===== src/rtl/xbee_tx_arbiter.sv =====
// Two-requester byte arbiter in front of the XBee UART transmitter.
// Round-robin between handshake logic (0) and PicoBlaze (1), with busy handshake, timeout and inter-byte gap.
module xbee_tx_arbiter #(
  parameter int GAP_CYCLES   = 16,
  parameter int BUSY_TIMEOUT = 1024
) (
  input  logic        clk,
  input  logic        reset,
  input  logic        conn_established,
  input  logic [7:0]  req0_data,
  input  logic        req0_valid,
  output logic        req0_ready,
  input  logic [7:0]  req1_data,
  input  logic        req1_valid,
  output logic        req1_ready,
  output logic [7:0]  tx_data,
  output logic        tx_send,
  input  logic        tx_busy,
  output logic        grant_id,
  output logic        arb_busy,
  output logic        timeout_err,
  input  logic        clr_err,
  output logic [15:0] byte_count
);

  typedef enum logic [2:0] {
    IDLE,
    SEND,
    WAIT_BUSY,
    WAIT_DONE,
    GAP
  } state_e;

  // The timer starts at 0 in SEND, so the WAIT_BUSY cycle holding BUSY_TIMEOUT-1
  // is the last chance for tx_busy; the flag then shows BUSY_TIMEOUT cycles after tx_send.
  localparam logic [31:0] BusyLast = 32'(BUSY_TIMEOUT - 1);
  localparam logic [31:0] GapLast  = 32'(GAP_CYCLES - 1);
  localparam state_e      AfterTx  = (GAP_CYCLES == 0) ? IDLE : GAP;

  state_e      state_q, state_d;
  logic [7:0]  txData_q, txData_d;
  logic        grantId_q, grantId_d;
  logic        lastGrant_q, lastGrant_d;
  logic        timeoutErr_q, timeoutErr_d;
  logic [15:0] byteCount_q, byteCount_d;
  logic [31:0] timer_q, timer_d;
  logic        take0, take1;

  always_ff @(posedge clk) begin
    if (reset) begin
      state_q      <= IDLE;
      txData_q     <= 8'h00;
      grantId_q    <= 1'b0;
      lastGrant_q  <= 1'b1;
      timeoutErr_q <= 1'b0;
      byteCount_q  <= 16'h0000;
      timer_q      <= 32'd0;
    end else begin
      state_q      <= state_d;
      txData_q     <= txData_d;
      grantId_q    <= grantId_d;
      lastGrant_q  <= lastGrant_d;
      timeoutErr_q <= timeoutErr_d;
      byteCount_q  <= byteCount_d;
      timer_q      <= timer_d;
    end
  end

  always_comb begin
    state_d      = state_q;
    txData_d     = txData_q;
    grantId_d    = grantId_q;
    lastGrant_d  = lastGrant_q;
    timeoutErr_d = timeoutErr_q;
    byteCount_d  = byteCount_q;
    timer_d      = timer_q;
    take0        = 1'b0;
    take1        = 1'b0;

    if (clr_err) begin
      timeoutErr_d = 1'b0;
    end

    case (state_q)
      IDLE: begin
        if (req0_valid && req1_valid && conn_established) begin
          take0 = lastGrant_q;
          take1 = ~lastGrant_q;
        end else if (req0_valid) begin
          take0 = 1'b1;
        end else if (req1_valid && conn_established) begin
          take1 = 1'b1;
        end
        if (take0 || take1) begin
          grantId_d   = take1;
          lastGrant_d = take1;
          txData_d    = take1 ? req1_data : req0_data;
          timer_d     = 32'd0;
          state_d     = SEND;
        end
      end
      SEND: begin
        byteCount_d = byteCount_q + 16'd1;
        timer_d     = timer_q + 32'd1;
        state_d     = WAIT_BUSY;
      end
      WAIT_BUSY: begin
        if (tx_busy) begin
          state_d = WAIT_DONE;
        end else if (timer_q >= BusyLast) begin
          timeoutErr_d = 1'b1;
          timer_d      = 32'd0;
          state_d      = AfterTx;
        end else begin
          timer_d = timer_q + 32'd1;
        end
      end
      WAIT_DONE: begin
        if (!tx_busy) begin
          timer_d = 32'd0;
          state_d = AfterTx;
        end
      end
      GAP: begin
        if (timer_q >= GapLast) begin
          state_d = IDLE;
        end else begin
          timer_d = timer_q + 32'd1;
        end
      end
      default: state_d = IDLE;
    endcase
  end

  // Strobes are masked during reset so nothing leaks out of an aborted transfer.
  assign req0_ready  = take0 & ~reset;
  assign req1_ready  = take1 & ~reset;
  assign tx_send     = (state_q == SEND) & ~reset;
  assign arb_busy    = (state_q != IDLE) & ~reset;
  assign tx_data     = txData_q;
  assign grant_id    = grantId_q;
  assign timeout_err = timeoutErr_q;
  assign byte_count  = byteCount_q;

endmodule


===== config.mk =====
export PLATFORM = sky130hd
export DESIGN_NAME = xbee_tx_arbiter
export DESIGN_NICKNAME = d
export VERILOG_FILES = /design/src/rtl/xbee_tx_arbiter.sv
export SDC_FILE = /design/constraint.sdc
export NUM_CORES = 1
export LEC_CHECK = 0
export CORE_AREA = 2 2 120 64
export CTS_BUF_LIST = sky130_fd_sc_hd__clkbuf_16
export DETAILED_ROUTE_END_ITERATION = 12
export DIE_AREA = 0 0 122 66
export PLACE_DENSITY = 0.72
export RECOVER_POWER = 100
export SETUP_SLACK_MARGIN = 0.3
export SLEW_MARGIN = 30
export SYNTH_ARGS = -nofsm -noshare
export SYNTH_HDL_FRONTEND = slang
export SYNTH_SLANG_ARGS = --single-unit
export TNS_END_PERCENT = 20

===== constraint.sdc =====
create_clock -name clk -period 7.9 [get_ports clk]
set_clock_uncertainty 0.2 [all_clocks]
set_input_delay 2.37 -clock clk [delete_from_list [all_inputs] [get_ports clk]]
set_output_delay 2.37 -clock clk [all_outputs]
set_load 0.01 [all_outputs]

# After elaboration in Yosys (flattened, before gate mapping)
# Index checks and enable logic that the tools add are counted.
# word_totals
wordCells	63
reg_bits	62
out_inout_bits	30
# classes
bitwise	6
eq_ne	10
order_cmp	2
add_sub_neg	2
reduce_logical	10
mux	26
# ops
cell	n
32-bit two-way mux	5
32-bit one-hot mux with 5 select lines	1
32-bit by 1-bit adder with 32-bit output, second input constant	1
32-bit by 10-bit greater-or-equal comparator with 1-bit output, second input constant	1
32-bit by 4-bit greater-or-equal comparator with 1-bit output, second input constant	1
16-bit by 1-bit adder with 16-bit output, second input constant	1
3-bit two-way mux	5
3-bit one-hot mux with 5 select lines	1
1-bit two-way mux	13
2-bit != test, second input constant	5
8-bit two-way mux	1
3-bit by 2-bit == test with 1-bit output, second input constant	2
5-bit AND reduction	1
5-bit nonzero test	1
1-bit AND	4
4-bit AND reduction	1
3-bit by 1-bit == test with 1-bit output, second input constant	1
3-bit == test, second input constant	1
1-bit logical AND	3
3-bit zero test	1
3-bit != test, second input constant	1
3-bit nonzero test	1
1-bit NOT	2
2-bit AND reduction	1
1-bit logical OR	1

# Longest topological paths before layout
# Gate-level depths: netlist (run 1).
# logic_depth
ltp_word	8
ltp_mapped	9
depth_no_buf	7

# Least setup slack after synthesis (run 1)
# No wires, ideal clock.
# synth_timing
path_type	input -> output
start	in reset
end	out req0_ready
t_arrival_ns	3.339
path_stages	4
n_path_buf	3
required_time_ns	5.330
path_slack_ns	1.991
cell_sequence	clkbuf_1 buf_1 clkbuf_1 nor3_1
# synth_between
elab_chain_cells	2
# synth_lines
item	line	source
start: declaration	8	input logic reset,
1-bit NOT	136	assign req0_ready = take0 & ~reset;
1-bit AND	136	
end: declaration	12	output logic req0_ready,
# No other way between the ends.

# Worst setup path in the final report (run 1)
# layout_timing
start	in req0_valid
end	out req1_ready
# layout_between
elab_chain_cells	6
# layout_lines
item	line	source
start: declaration	11	input logic req0_valid,
1-bit logical AND (2 in series)	86	if (req0_valid && req1_valid && conn_established) begin
1-bit two-way mux *	86	
1-bit two-way mux * (2 in series)	84	case (state_q)
1-bit AND *	137	assign req1_ready = take1 & ~reset;
end: declaration	15	output logic req1_ready,
# Mark *: on every way between the ends. The rest lies on a longest branch, timed or not. The select of a mux whose other input is x is not followed.

==> impl_metrics.toml, run 1 <==
[worst_setup_path]
critical_path.slowest_cell = "dlygate4sd3_1"
arrival_ns = 4.47
path_class = "input port to output port"
required_ns = 5.33
end_kind = "output port"
r2r_setup_slack_ns = 3.86
reg2reg_depth = 6
slowest_delay_ns = 0.64
r2r_start = "timer_q[15]$_SDFFE_PP0P_"
start_kind = "input port"
worstPathBufferInverterCount = 2
r2r-end = "timer_q[28]$_SDFFE_PP0P_"
cp_max_fo = 11
worstPathCellList = "dlygate4sd3_1 -> nand2_1 -> nand3_1 -> nor3_1 -> dlygate4sd3_1"
crit_top_cell = "dlygate4sd3_1"
critical-path-top-delay-family = "buffers and inverters"

[route]
dr.pass1.iters = 5
via_count = 3351
vias_per_cell = 6.10
wirelength_um = 9170
ant_nets = 0
first_iter_violations = 450
wl_per_cell_um = 16.7
drc = 0

[clock_tree]
cts_tree = "yes"
clkTransAtPathRegs_ns = 0.05
clock_latency_ns = 0.33
ctsRootBufferMaster = "clkbuf_16"
cts_buffer_depth = 2
cts.sinks = 62
cts_setup_buffers = 0
cts_hold_buffers = 0
htree_levels = 3
cts_resized = 0
numCtsBuffers = 9

[synth]
synth_fp_nets = 436
ys_seq_elements = 62
yosys_warnings = 0
syn-cell-area_sq_um = 3320
seq_area_frac_synth = 0.374
synth-main-ff-cell = "dfxtp_1"
postSynthCellCount = 411
synth_edf_count = 0
syn_area_per_cell_sq_um = 8.07
ys_types = 58
synthArstFlopShare = 0

[hold_path]
hold_path_end = "grant_id$_SDFFE_PP0P_"
min_path_type = "register to register"
worstHoldPathCells = 2
hp-start = "grant_id$_SDFFE_PP0P_"

[power_and_ir_drop]
powerDensity_nw_per_um2 = 290
clkPwrFrac = 0.316
power.total_uw = 1200
switchingPower_uw = 461
power.share.switching = 0.384
power_frac_seq = 0.318
vdd_drop_max_mv = 0.173
p_int_uw = 740
power_leakage_uw = 0.00149
combPwrFrac = 0.366

[floorplanning]
io_pins = 53
core_sq_um = 7020
dieArea_sq_um = 8050
die_y_um = 66
die_x_um = 122
std_cell_rows = 22
start_util = 0.473

[timing]
maxSlewViolCount = 73
max_freq_ghz = 0.142
setup_viol = 0
period_minus_slack_ns = 7.04
min_period_over_period = 0.891
maxSlewHeadroom = -0.599
fin_setup_tns_ns = 0
rsz0062_at_grt = "false"
hold_violations = 0
worstMarginPinSlew_ns = 2.40

[global_routing]
grt_antenna_before_repair = 0
grt_first_pass_wirelength_um = 14900
grt_pass1_vias = 2875
grtUsageTotal = 0.239
gr-total-overflow = 0
grt_max_degree = 54

[cells_and_area]
final_nets = 473
seq_area_sq_um = 1240
drive_above_1_share = 0.0662
fill_cells = 641
syn2layout_area_growth_pct = 24.7
multi_input_area_sq_um = 1940
final_cell_mix = "dfxtp_1 (62), nor2_1 (42), nand2_1 (35), dlygate4sd3_1 (32), nand3_1 (28)"
mostFrequentLayoutCell = "dfxtp_1"
antennaDiodeCount = 0

[placement]
hpwl_um = 6220
place.gp.congestion = 0.886
port-buffer-count = 52

[status]
status = "finished with violations"
violations = "capacitance limit, slew limit"

[run]
cap_violations = 2
## kinds of logic (layout without fill, tap and decap cells)
| logic type | after synthesis | in the layout | synth area share |
|---|---|---|---|
| compound gates | 93 | 93 | 0.196 |
| buf+inv | 36 | 78 | 0.0449 |
| simple gates | 195 | 195 | 0.313 |
| flops | 62 | 62 | 0.374 |
| fa+ha+maj | 2 | 2 | 0.00754 |
| xor+xnor | 13 | 13 | 0.0343 |
| mux | 10 | 10 | 0.0302 |
## registers in the layout, summed over array words and instances, names as in the netlist
| signal | flops |
|---|---|
| timer_q | 32 |
| grant_id | 1 |
| tx_data | 8 |
| byte_count | 16 |
| lastGrant_q | 1 |
| timeout_err | 1 |
| state_q | 3 |
## worst max-delay path by stage
| stage | start | to | slack [ns] | depth (start not counted) |
|---|---|---|---|---|
| floorplan | reset | req0_ready | 1.99 | 4 |
| CTS | req0_valid | req1_ready | 1.02 | 5 |
| global placement | req0_valid | req1_ready | 1.06 | 5 |
| global route | req0_valid | req1_ready | 0.73 | 5 |
| finish | req0_valid | req1_ready | 0.86 | 5 |
| detailed placement | req0_valid | req1_ready | 1.04 | 5 |
## per-layer routing
metal / share of wire / up-vias / wire length [um] / track usage
li1: - / 1613 / - / -
met1: 0.51 / 1578 / 4640 / 0.369
met3: 0.091 / 18 / 837 / 0.0750
met5: 0 / - / 0 / 0
met2: 0.39 / 142 / 3570 / 0.302
met4: 0.013 / 0 / 123 / 0.0747
## layout make-up
| class | count | area share |
|---|---|---|
| repair buffers | 54 | 0.127 |
| flip-flops and latches | 62 | 0.300 |
| clock buffers | 9 | 0.0544 |
| clock inverters | 7 | 0.0139 |
| well taps | 96 | 0.0290 |
| inverters | 8 | 0.00726 |
| multi-input cells | 313 | 0.468 |
## per-stage QoR
stage | instances | utilization | instance area (sq um) | setup WS (ns) | hold WS [ns]
after floorplan | 411 | - | 3320 | 1.99 | 0.265
after global placement | 533 | 0.548 | 3850 | 1.06 | 0.248
after detailed placement | 533 | 0.550 | 3860 | 1.04 | 0.251
after CTS | 549 | 0.591 | 4150 | 1.02 | 0.259
after global routing | 549 | 0.589 | 4140 | 0.727 | 0.309
final | 549 | 0.589 | 4140 | 0.864 | 0.257
## synthesized netlist by cell type, types with 10 or more instances
master / n / area share
nand3_1: 28 / 0.042
o21ai_0: 19 / 0.029
dfxtp_1: 62 / 0.37
nor2_1: 43 / 0.049
nor3_1: 10 / 0.015
nand2_1: 35 / 0.040
xor2_1: 10 / 0.026
clkbuf_1: 20 / 0.023
mux2i_1: 10 / 0.030
nand4_1: 11 / 0.021
or3_1: 12 / 0.023
a21oi_1: 21 / 0.032
nor4_1: 18 / 0.034
## power by group through the flow
stage | logic, uW | clock network, uW | registers (uW)
after floorplan | 311 | 0 | 380
after global placement | 432 | 0 | 387
after detailed placement | 446 | 0 | 388
after CTS | 450 | 386 | 382
after global routing | 481 | 401 | 388
final | 439 | 380 | 382
## worst register-to-register path, stage by stage, from the launching register on
cell and delay (ns):
dfxtp_1 0.36, nor4_1 0.48, nand4_2 0.31, or4_1 0.75, a21oi_1 1.25, a41oi_1 0.30
a311oi_1 0.30
Note: power is estimated with default switching activity, not from simulation.
==> run 2, diff against run 1 <==
Clock period 7.9 ns to 7.42 ns, I/O delays scaled along.
==> run 2 against run 1 <==
Net effect: the run still ends with capacitance limit, slew limit left; cell count is 0.36% higher; total power increased by 5.9%; core utilization decreased by 0.11 points; highest routed layer unchanged.
==> impl_metrics.toml, run 2 (synthesized netlist as in run 1, its figures left out) <==
[cells_and_area]
final_nets = 475
syn2layout_area_growth_pct = 24.5
drive_above_1_share = 0.0615
largest_register = "timer_q"
mostFrequentLayoutCell = "dfxtp_1"
final_core_util = 0.588
largest_reg_flops = 32
final_cell_mix = "dfxtp_1 (62), nor2_1 (42), nand2_1 (35), dlygate4sd3_1 (32), nand3_1 (28)"
fill_cells = 639
stdcell_count = 551
antennaDiodeCount = 0
final_area_sq_um = 4130

[timing]
min_period_over_period = 0.852
hold_violations = 0
rsz0062_at_grt = "false"
maxSlewHeadroom = -0.345
maxSlewViolCount = 98
fin_setup_tns_ns = 0
period_minus_slack_ns = 6.32
setup_viol = 0
worstMarginPinSlew_ns = 2.02
fin_ws_ns = 1.10
max_freq_ghz = 0.158

[clock_tree]
cts_tree = "yes"
cts_buffer_depth = 2
cts.sinks = 62
cts_hold_buffers = 0
clkTransAtPathRegs_ns = 0.05
cts_setup_buffers = 0
numCtsBuffers = 9
clock_latency_ns = 0.33
cts_resized = 0
htree_levels = 3
ctsRootBufferMaster = "clkbuf_16"

[power_and_ir_drop]
power.share.switching = 0.383
combPwrFrac = 0.363
power_frac_seq = 0.320
vdd_drop_max_mv = 0.159
p_int_uw = 785
powerDensity_nw_per_um2 = 308
switchingPower_uw = 487
power_leakage_uw = 0.00149
clkPwrFrac = 0.317

[floorplanning]
start_util = 0.473
dieArea_sq_um = 8050
core_sq_um = 7020
die_y_um = 66
die_x_um = 122
std_cell_rows = 22
io_pins = 53

[status]
violations = "capacitance limit, slew limit"
status = "finished with violations"

[global_routing]
grt_antenna_before_repair = 0
grt_max_degree = 47
grt_first_pass_wirelength_um = 15200
gr-total-overflow = 0
grt_pass1_vias = 2913
grtUsageTotal = 0.244

[worst_setup_path]
required_ns = 4.99
path_class = "input port to output port"
worstPathCellList = "dlygate4sd3_1 -> nand2_1 -> nand3_1 -> nand2_1 -> nor3_1 -> dlygate4sd3_1"
slowest_delay_ns = 0.66
reg2reg_depth = 6
worstPathBufferInverterCount = 2
arrival_ns = 3.89
critical-path-top-delay-family = "buffers and inverters"
critical_path_cell_count = 6
critical_path.slowest_cell = "dlygate4sd3_1"
start_kind = "input port"
end_kind = "output port"
cp_max_fo = 4

[route]
ant_nets = 0
wl_per_cell_um = 17.2
wirelength_um = 9460
drc = 0
dr.pass1.iters = 5
via_count = 3401
first_iter_violations = 354
vias_per_cell = 6.17

[placement]
place.gp.congestion = 0.872
port-buffer-count = 52
place_area_sq_um = 3880
dpl_worst_slack_ns = 1.21
dp_cells = 535
hpwl_um = 6610

[hold_path]
worstHoldPathCells = 2
min_path_type = "register to register"

[run]
cap_violations = 4
[run 2: path summary, 6_finish.rpt]
kind	startpoint	to	slack [ns]
worst max-delay path	req0_valid	req0_ready	1.10
worst min-delay path	grant_id$_SDFFE_PP0P_	grant_id$_SDFFE_PP0P_	0.26
worst max register to register	state_q[2]$_SDFFE_PP0P_	timer_q[7]$_SDFFE_PP0P_	2.01
worst min register to register	grant_id$_SDFFE_PP0P_	grant_id$_SDFFE_PP0P_	0.26
[run 2: metrics by stage]
stage | hold slack, ns | total power (uW)
2_1_floorplan | 0.265 | 735
3_3_place_gp | 0.253 | 866
3_5_place_dp | 0.254 | 888
4_1_cts | 0.261 | 1290
5_1_grt | 0.302 | 1340
6_report | 0.255 | 1270
[run 2: metal layers]
| layer | vias up | global-route usage | wire (um) |
|---|---|---|---|
| met5 | - | 0 | 0 |
| met4 | 0 | 0.0546 | 75 |
| met3 | 8 | 0.0879 | 1040 |
| met2 | 159 | 0.318 | 3690 |
| met1 | 1619 | 0.370 | 4650 |
| li1 | 1615 | - | - |
[run 2: power by group through the flow]
stage	clock, uW	sequential (uW)	combinational [uW]
2_1_floorplan	0	405	331
6_report	404	407	461
5_1_grt	425	414	502
4_1_cts	407	408	477
3_5_place_dp	0	414	474
3_3_place_gp	0	412	453
[run 2: worst register-to-register path: stages (launching register included)]
cell	delay (ns)
dfxtp_1	0.62
nor4b_1	0.30
nand4_1	0.27
o31ai_1	1.60
o21ai_0	1.43
or3_1	0.71
a31oi_1	0.18
[run 2: area by class of cell]
type                    instances  area (sq um)  share of cell area
well taps                      96           120              0.0291
clock inverters                 7          58.8              0.0142
flip-flops and latches         62          1240               0.301
repair buffers                 56           541               0.131
multi-input cells             313          1910               0.463
clock buffers                   9           225              0.0545
inverters                       8          30.0             0.00727
